$ cat src/rtl/writeback_stage.sv
// Writeback stage: drives the register file write port and a forwarding copy.
// Optional define WB_RETIRE_COUNT_EN enables the saturating retire counter.
module writeback_stage #(
    parameter int W       = 8,
    parameter int D       = 4,
    parameter int MEM_LAT = 2
) (
    input  logic         clk,
    input  logic         reset,
    input  logic         ex_valid,
    output logic         ex_ready,
    input  logic         ex_wr,
    input  logic         ex_is_load,
    input  logic [D-1:0] ex_dest,
    input  logic [W-1:0] ex_result,
    input  logic [W-1:0] mem_rdata,
    output logic         rf_write_en,
    output logic [D-1:0] rf_waddr,
    output logic [W-1:0] rf_data,
    output logic         fwd_valid,
    output logic [D-1:0] fwd_addr,
    output logic [W-1:0] fwd_data,
    output logic         busy,
    output logic [15:0]  retire_count
);

    localparam int CW = 4;

    typedef enum logic {
        IDLE      = 1'b0,
        LOAD_WAIT = 1'b1
    } state_e;

    state_e         state_q, state_d;
    logic [CW-1:0]  cnt_q, cnt_d;
    logic [D-1:0]   ldest_q, ldest_d;
    logic           we_q, we_d;
    logic [D-1:0]   waddr_q, waddr_d;
    logic [W-1:0]   data_q, data_d;
    logic           accept;

    assign ex_ready = (state_q == IDLE);
    assign busy     = (state_q == LOAD_WAIT);
    assign accept   = ex_valid & ex_ready;

    always_comb begin
        state_d = state_q;
        cnt_d   = cnt_q;
        ldest_d = ldest_q;
        we_d    = 1'b0;
        waddr_d = waddr_q;
        data_d  = data_q;
        unique case (state_q)
            IDLE: begin
                if (accept && ex_wr) begin
                    if (ex_is_load) begin
                        ldest_d = ex_dest;
                        cnt_d   = CW'(MEM_LAT - 1);
                        state_d = LOAD_WAIT;
                    end else begin
                        we_d    = 1'b1;
                        waddr_d = ex_dest;
                        data_d  = ex_result;
                    end
                end
            end
            LOAD_WAIT: begin
                if (cnt_q != '0) begin
                    cnt_d = cnt_q - 1'b1;
                end else begin
                    we_d    = 1'b1;
                    waddr_d = ldest_q;
                    data_d  = mem_rdata;
                    state_d = IDLE;
                end
            end
            default: state_d = IDLE;
        endcase
    end

    always_ff @(posedge clk or posedge reset) begin
        if (reset) begin
            state_q <= IDLE;
            cnt_q   <= '0;
            ldest_q <= '0;
            we_q    <= 1'b0;
            waddr_q <= '0;
            data_q  <= '0;
        end else begin
            state_q <= state_d;
            cnt_q   <= cnt_d;
            ldest_q <= ldest_d;
            we_q    <= we_d;
            waddr_q <= waddr_d;
            data_q  <= data_d;
        end
    end

    assign rf_write_en = we_q;
    assign rf_waddr    = waddr_q;
    assign rf_data     = data_q;

    // Register file commits on the edge, so same-cycle readers bypass via these
    assign fwd_valid = we_q;
    assign fwd_addr  = waddr_q;
    assign fwd_data  = data_q;

`ifdef WB_RETIRE_COUNT_EN
    logic [15:0] rc_q, rc_d;

    always_comb begin
        rc_d = rc_q;
        if (accept && rc_q != 16'hFFFF) begin
            rc_d = rc_q + 16'd1;
        end
    end

    always_ff @(posedge clk or posedge reset) begin
        if (reset) begin
            rc_q <= '0;
        end else begin
            rc_q <= rc_d;
        end
    end

    assign retire_count = rc_q;
`else
    assign retire_count = 16'h0000;
`endif

endmodule

$ cat config.mk
export PLATFORM = sky130hd
export DESIGN_NAME = writeback_stage
export DESIGN_NICKNAME = d
export VERILOG_FILES = /design/src/rtl/writeback_stage.sv
export SDC_FILE = /design/constraint.sdc
export NUM_CORES = 1
export LEC_CHECK = 0
export BUFFER_PORTS_ARGS = -buffer_cell sky130_fd_sc_hd__buf_2
export CORE_AREA = 8 8 67 69
export CTS_CLUSTER_SIZE = 30
export DETAILED_ROUTE_END_ITERATION = 10
export DIE_AREA = 0 0 75 77
export PLACE_DENSITY_LB_ADDON = 0.12
export SYNTH_ARGS = -nofsm -noshare
export SYNTH_HDL_FRONTEND = slang
export SYNTH_SLANG_ARGS = --single-unit
$ cat constraint.sdc
create_clock -name clk -period 1.6 [get_ports clk]
set_input_delay 0.24 -clock clk [delete_from_list [all_inputs] [get_ports clk]]
set_output_delay 0.24 -clock clk [all_outputs]
set_load 0.02 [all_outputs]
==> summary.txt <==
Final layout
  • N_diodes: 0
  • Nets: 185
  • Non-Filler Instances: 205
  • P&R area growth vs syn: 21.4%
  • Fillers: around 350
  • Layout cell share with drive strength beyond 1: about 64%

Floorplan
  • Die height: 77 um
  • Row Count: 22
  • Die X: 75 um
  • IO Pins: between 60 and 70
  • Die Area: about 5800 sq um
  • Initial core utilization: between 30% and 40%
  • Core area: 3500 sq um

Min path
  • Hold path depth: 2
  • Hold WC Path Type: in -> reg

Power
  • Sequential Power Share: between 30% and 40%
  • NetSw: 0.00136 W
  • Internal: approximately 0.002 W
  • Clock power frac: roughly 13%
  • Pwr dens: ~2100 nW/um^2
  • Combinational Power Share: between 50% and 60%
  • Leak: between 0.8 and 0.9 nW
  • Max VDD drop: about 0.6 mV
  • Switching Share: about two fifths

Timing
  • Final hold vios: 0
  • Final Max Slew Viols: 0
  • Minimum clock period after layout: about 1.5 ns
  • Setup_tns: 0 ns
  • Final setup fails: 0
  • Max frequency: between 600 and 700 MHz
  • Period utilization: between 90% and 100%
  • Layout Skew: around 0.0017 ns

Yosys
  • Adder-cell share of the synthesized area: roughly 1.9%
  • Synth cell types: 22
  • Post-synthesis mux area share: between 20 and 30%
  • Syn. warnings: 0
  • Post-Synth XOR/XNOR Area: 0%
  • Register area share after synthesis: about two fifths
  • Compound-Gate Fraction of Synth Area: 3.95%
  • EDFF count, synth: 0
  • Post-synthesis simple-gate area fraction: under 10%
  • Largest family of logic cells by synthesized area: multiplexers
  • Synthesis-stage register bit count: 22
  • Most frequent cell after synthesis: buf_4
  • Post-Synthesis Cells: roughly 110
  • Synth Flop Type: dfrtp_1
  • Synth top cells by count: 29 x buf_4, 22 x dfrtp_1, 20 x mux2_2
  • Syn_area_per_cell: 12.4 sq um
  • Ys async rst share: 100%
  • Synthesized area: around 1300 sq um
  • Top cells by area, synth: dfrtp_1 41%, mux2_2 17%, buf_4 16%
  • Post-synth top area cell: dfrtp_1
  • Post-synth top area share: about two fifths

Drt
  • Remaining DRCs: 0
  • Routed Antenna Nets: 0
  • DR pass1 iterations: 4
  • Iter 0 DRT Violations: 23
  • Via density: 4.36
  • DR WL/cell: roughly 14 um
  • Vias: 893
  • Drt total wl: roughly 2800 um

Outcome
  • Status: finished clean

Clock tree
  • TritonCTS Buffers: 3
  • CTS sink count: 22
  • Clock latency on the worst-skew pair: 0.30 ns
  • CTS tree: done
  • Clock-pin slew on the worst setup and hold paths: around 0.12 ns
  • Max Buffers Root-to-Sink: 2
  • Root Buffer: clkbuf_4
  • H-tree level count: 1

Setup path
  • WP data arrival: about 1.7 ns
  • Crit end category: flop
  • CP startpoint kind: flop
  • Worst r2r path cells: 6
  • Worst Path Required: 1.80 ns
  • Worst path cell trace: inv_1 -> ha_2 -> nor3b_4 -> a21oi_2 -> buf_6 -> mux2_4
  • Critical path fanouts, max: 8
  • Crit path kind: reg -> reg
  • Slowest-stage cell, CP: dfrtp_1
  • Max stage delay on crit path: roughly 0.4 ns

Placement
  • IO buf count: 52
  • HPWL after DPL: 2190 um
  • Placer Congestion: approximately 0.78
  • Number of placed cells counting well taps: just under 200

GRT
  • First-pass GRT wire length: between 4000 and 5000 um
  • Initial antenna violation count: 0
  • GRT Util Overall: 9.03%
  • GRT overflow: 0
  • Vias in the first global route: a little over 900
  • Largest net degree at the start of global routing: 23

Job
  • MaxCap Viol Count: 0
## cell usage in the layout (no fill, tap or decap)
cell	instances
buf_2	52
dfrtp_1	22
mux2_2	20
conb_1	16
mux2_4	9
buf_4	8
inv_1	4
nand2_1	3
clkbuf_4	3
o31ai_1	2
buf_6	2
nand4b_1	1
nor3b_4	1
nand2b_1	1
o211ai_1	1
o21ai_0	1
nand3_1	1
nor4bb_4	1
a21oi_2	1
inv_2	1
or3_1	1
o311a_1	1
a31oi_1	1
ha_1	1
ha_2	1
bufinv_16	1
dlygate4sd3_1	1
## cell families after synthesis
family                   after synthesis
AO/OA/AOI/OAI                          7
AND/OR/NAND/NOR                        9
buffers and inverters                 37
other                                  1
adder cells (fa/ha/maj)                2
flip-flops                            22
multiplexers                          29
## worst max-delay path, delay by kind of cell (launching register included)
| kind | cells | cell delay [ns] |
|---|---|---|
| adders and majority gates | 1 | 0.17 |
| muxes | 1 | 0.30 |
| DFF | 1 | 0.40 |
| buffers and inverters | 2 | 0.25 |
| AOI/OAI and AO/OA | 1 | 0.10 |
| and+or+nand+nor | 1 | 0.21 |
## power groups by stage
stage               sequential, W  combinational (W)  clock, W
global route              0.00106            0.00201  0.000460
finish                    0.00102            0.00189  0.000422
floorplan                 0.00122            0.00131         0
global placement          0.00102            0.00183         0
CTS                       0.00103            0.00184  0.000434
detailed placement        0.00104            0.00183         0
## per-layer routing
layer | vias up | wire length [um] | GRT usage (%) | part of all wire [%]
met2 | 35 | 1400 | 16.5 | 50
met4 | 0 | 22 | 2.94 | 0.79
li1 | 423 | - | - | -
met5 | - | 0 | 0 | 0
met3 | 2 | 283 | 1.95 | 10
met1 | 433 | 1090 | 9.62 | 39
## area by class of cell
| class | count | area [sq um] | share of cell area (%) |
|---|---|---|---|
| Clock buffer | 3 | 22.5 | 1.39 |
| Clock inverter | 1 | 30.0 | 1.86 |
| Inverter | 5 | 18.8 | 1.16 |
| Multi-Input combinational cell | 63 | 582 | 36.0 |
| Sequential cell | 22 | 551 | 34.1 |
| Tap cell | 48 | 60.1 | 3.72 |
| Timing Repair Buffer | 63 | 353 | 21.8 |
## per-stage QoR
stage | hold WS [ns] | util, % | instance area, sq um | setup WS (ns) | total power, W
final | 0.175 | 46.2 | 1620 | 0.0647 | 0.00333
after global routing | 0.154 | 46.2 | 1620 | -0.0289 | 0.00354
after CTS | 0.165 | 45.3 | 1590 | 0.00690 | 0.00330
after detailed placement | 0.294 | 43.6 | 1520 | 0.0237 | 0.00287
after global placement | 0.292 | 43.6 | 1520 | 0.0748 | 0.00285
after floorplan | 0.229 | - | 1390 | 0.0302 | 0.00253
## sequential cells by signal, summed over array words and instances (netlist names)
register   cells
fwd_addr       4
cnt_q          4
busy           1
ldest_q        4
fwd_data       8
fwd_valid      1
## worst paths after layout
path                             from          end  slack [ns]
max                          cnt_q[1]  fwd_addr[2]        0.06
min                        ex_dest[2]   ldest_q[2]        0.17
min in group asynchronous       reset   ldest_q[2]        0.50
max reg2reg                  cnt_q[1]  fwd_addr[2]        0.06
max in group asynchronous       reset     cnt_q[3]        0.87
min reg2reg                ldest_q[0]   ldest_q[0]        0.52
## timing repair
action / CTS / global route
buffers inserted: 0 / 2
hold buffers: 1 / 0
resized for setup: 0 / 5
hold endpoints to repair: 22 / 0
setup endpoints to repair: 0 / 12
(Power assumes the default switching activity.)
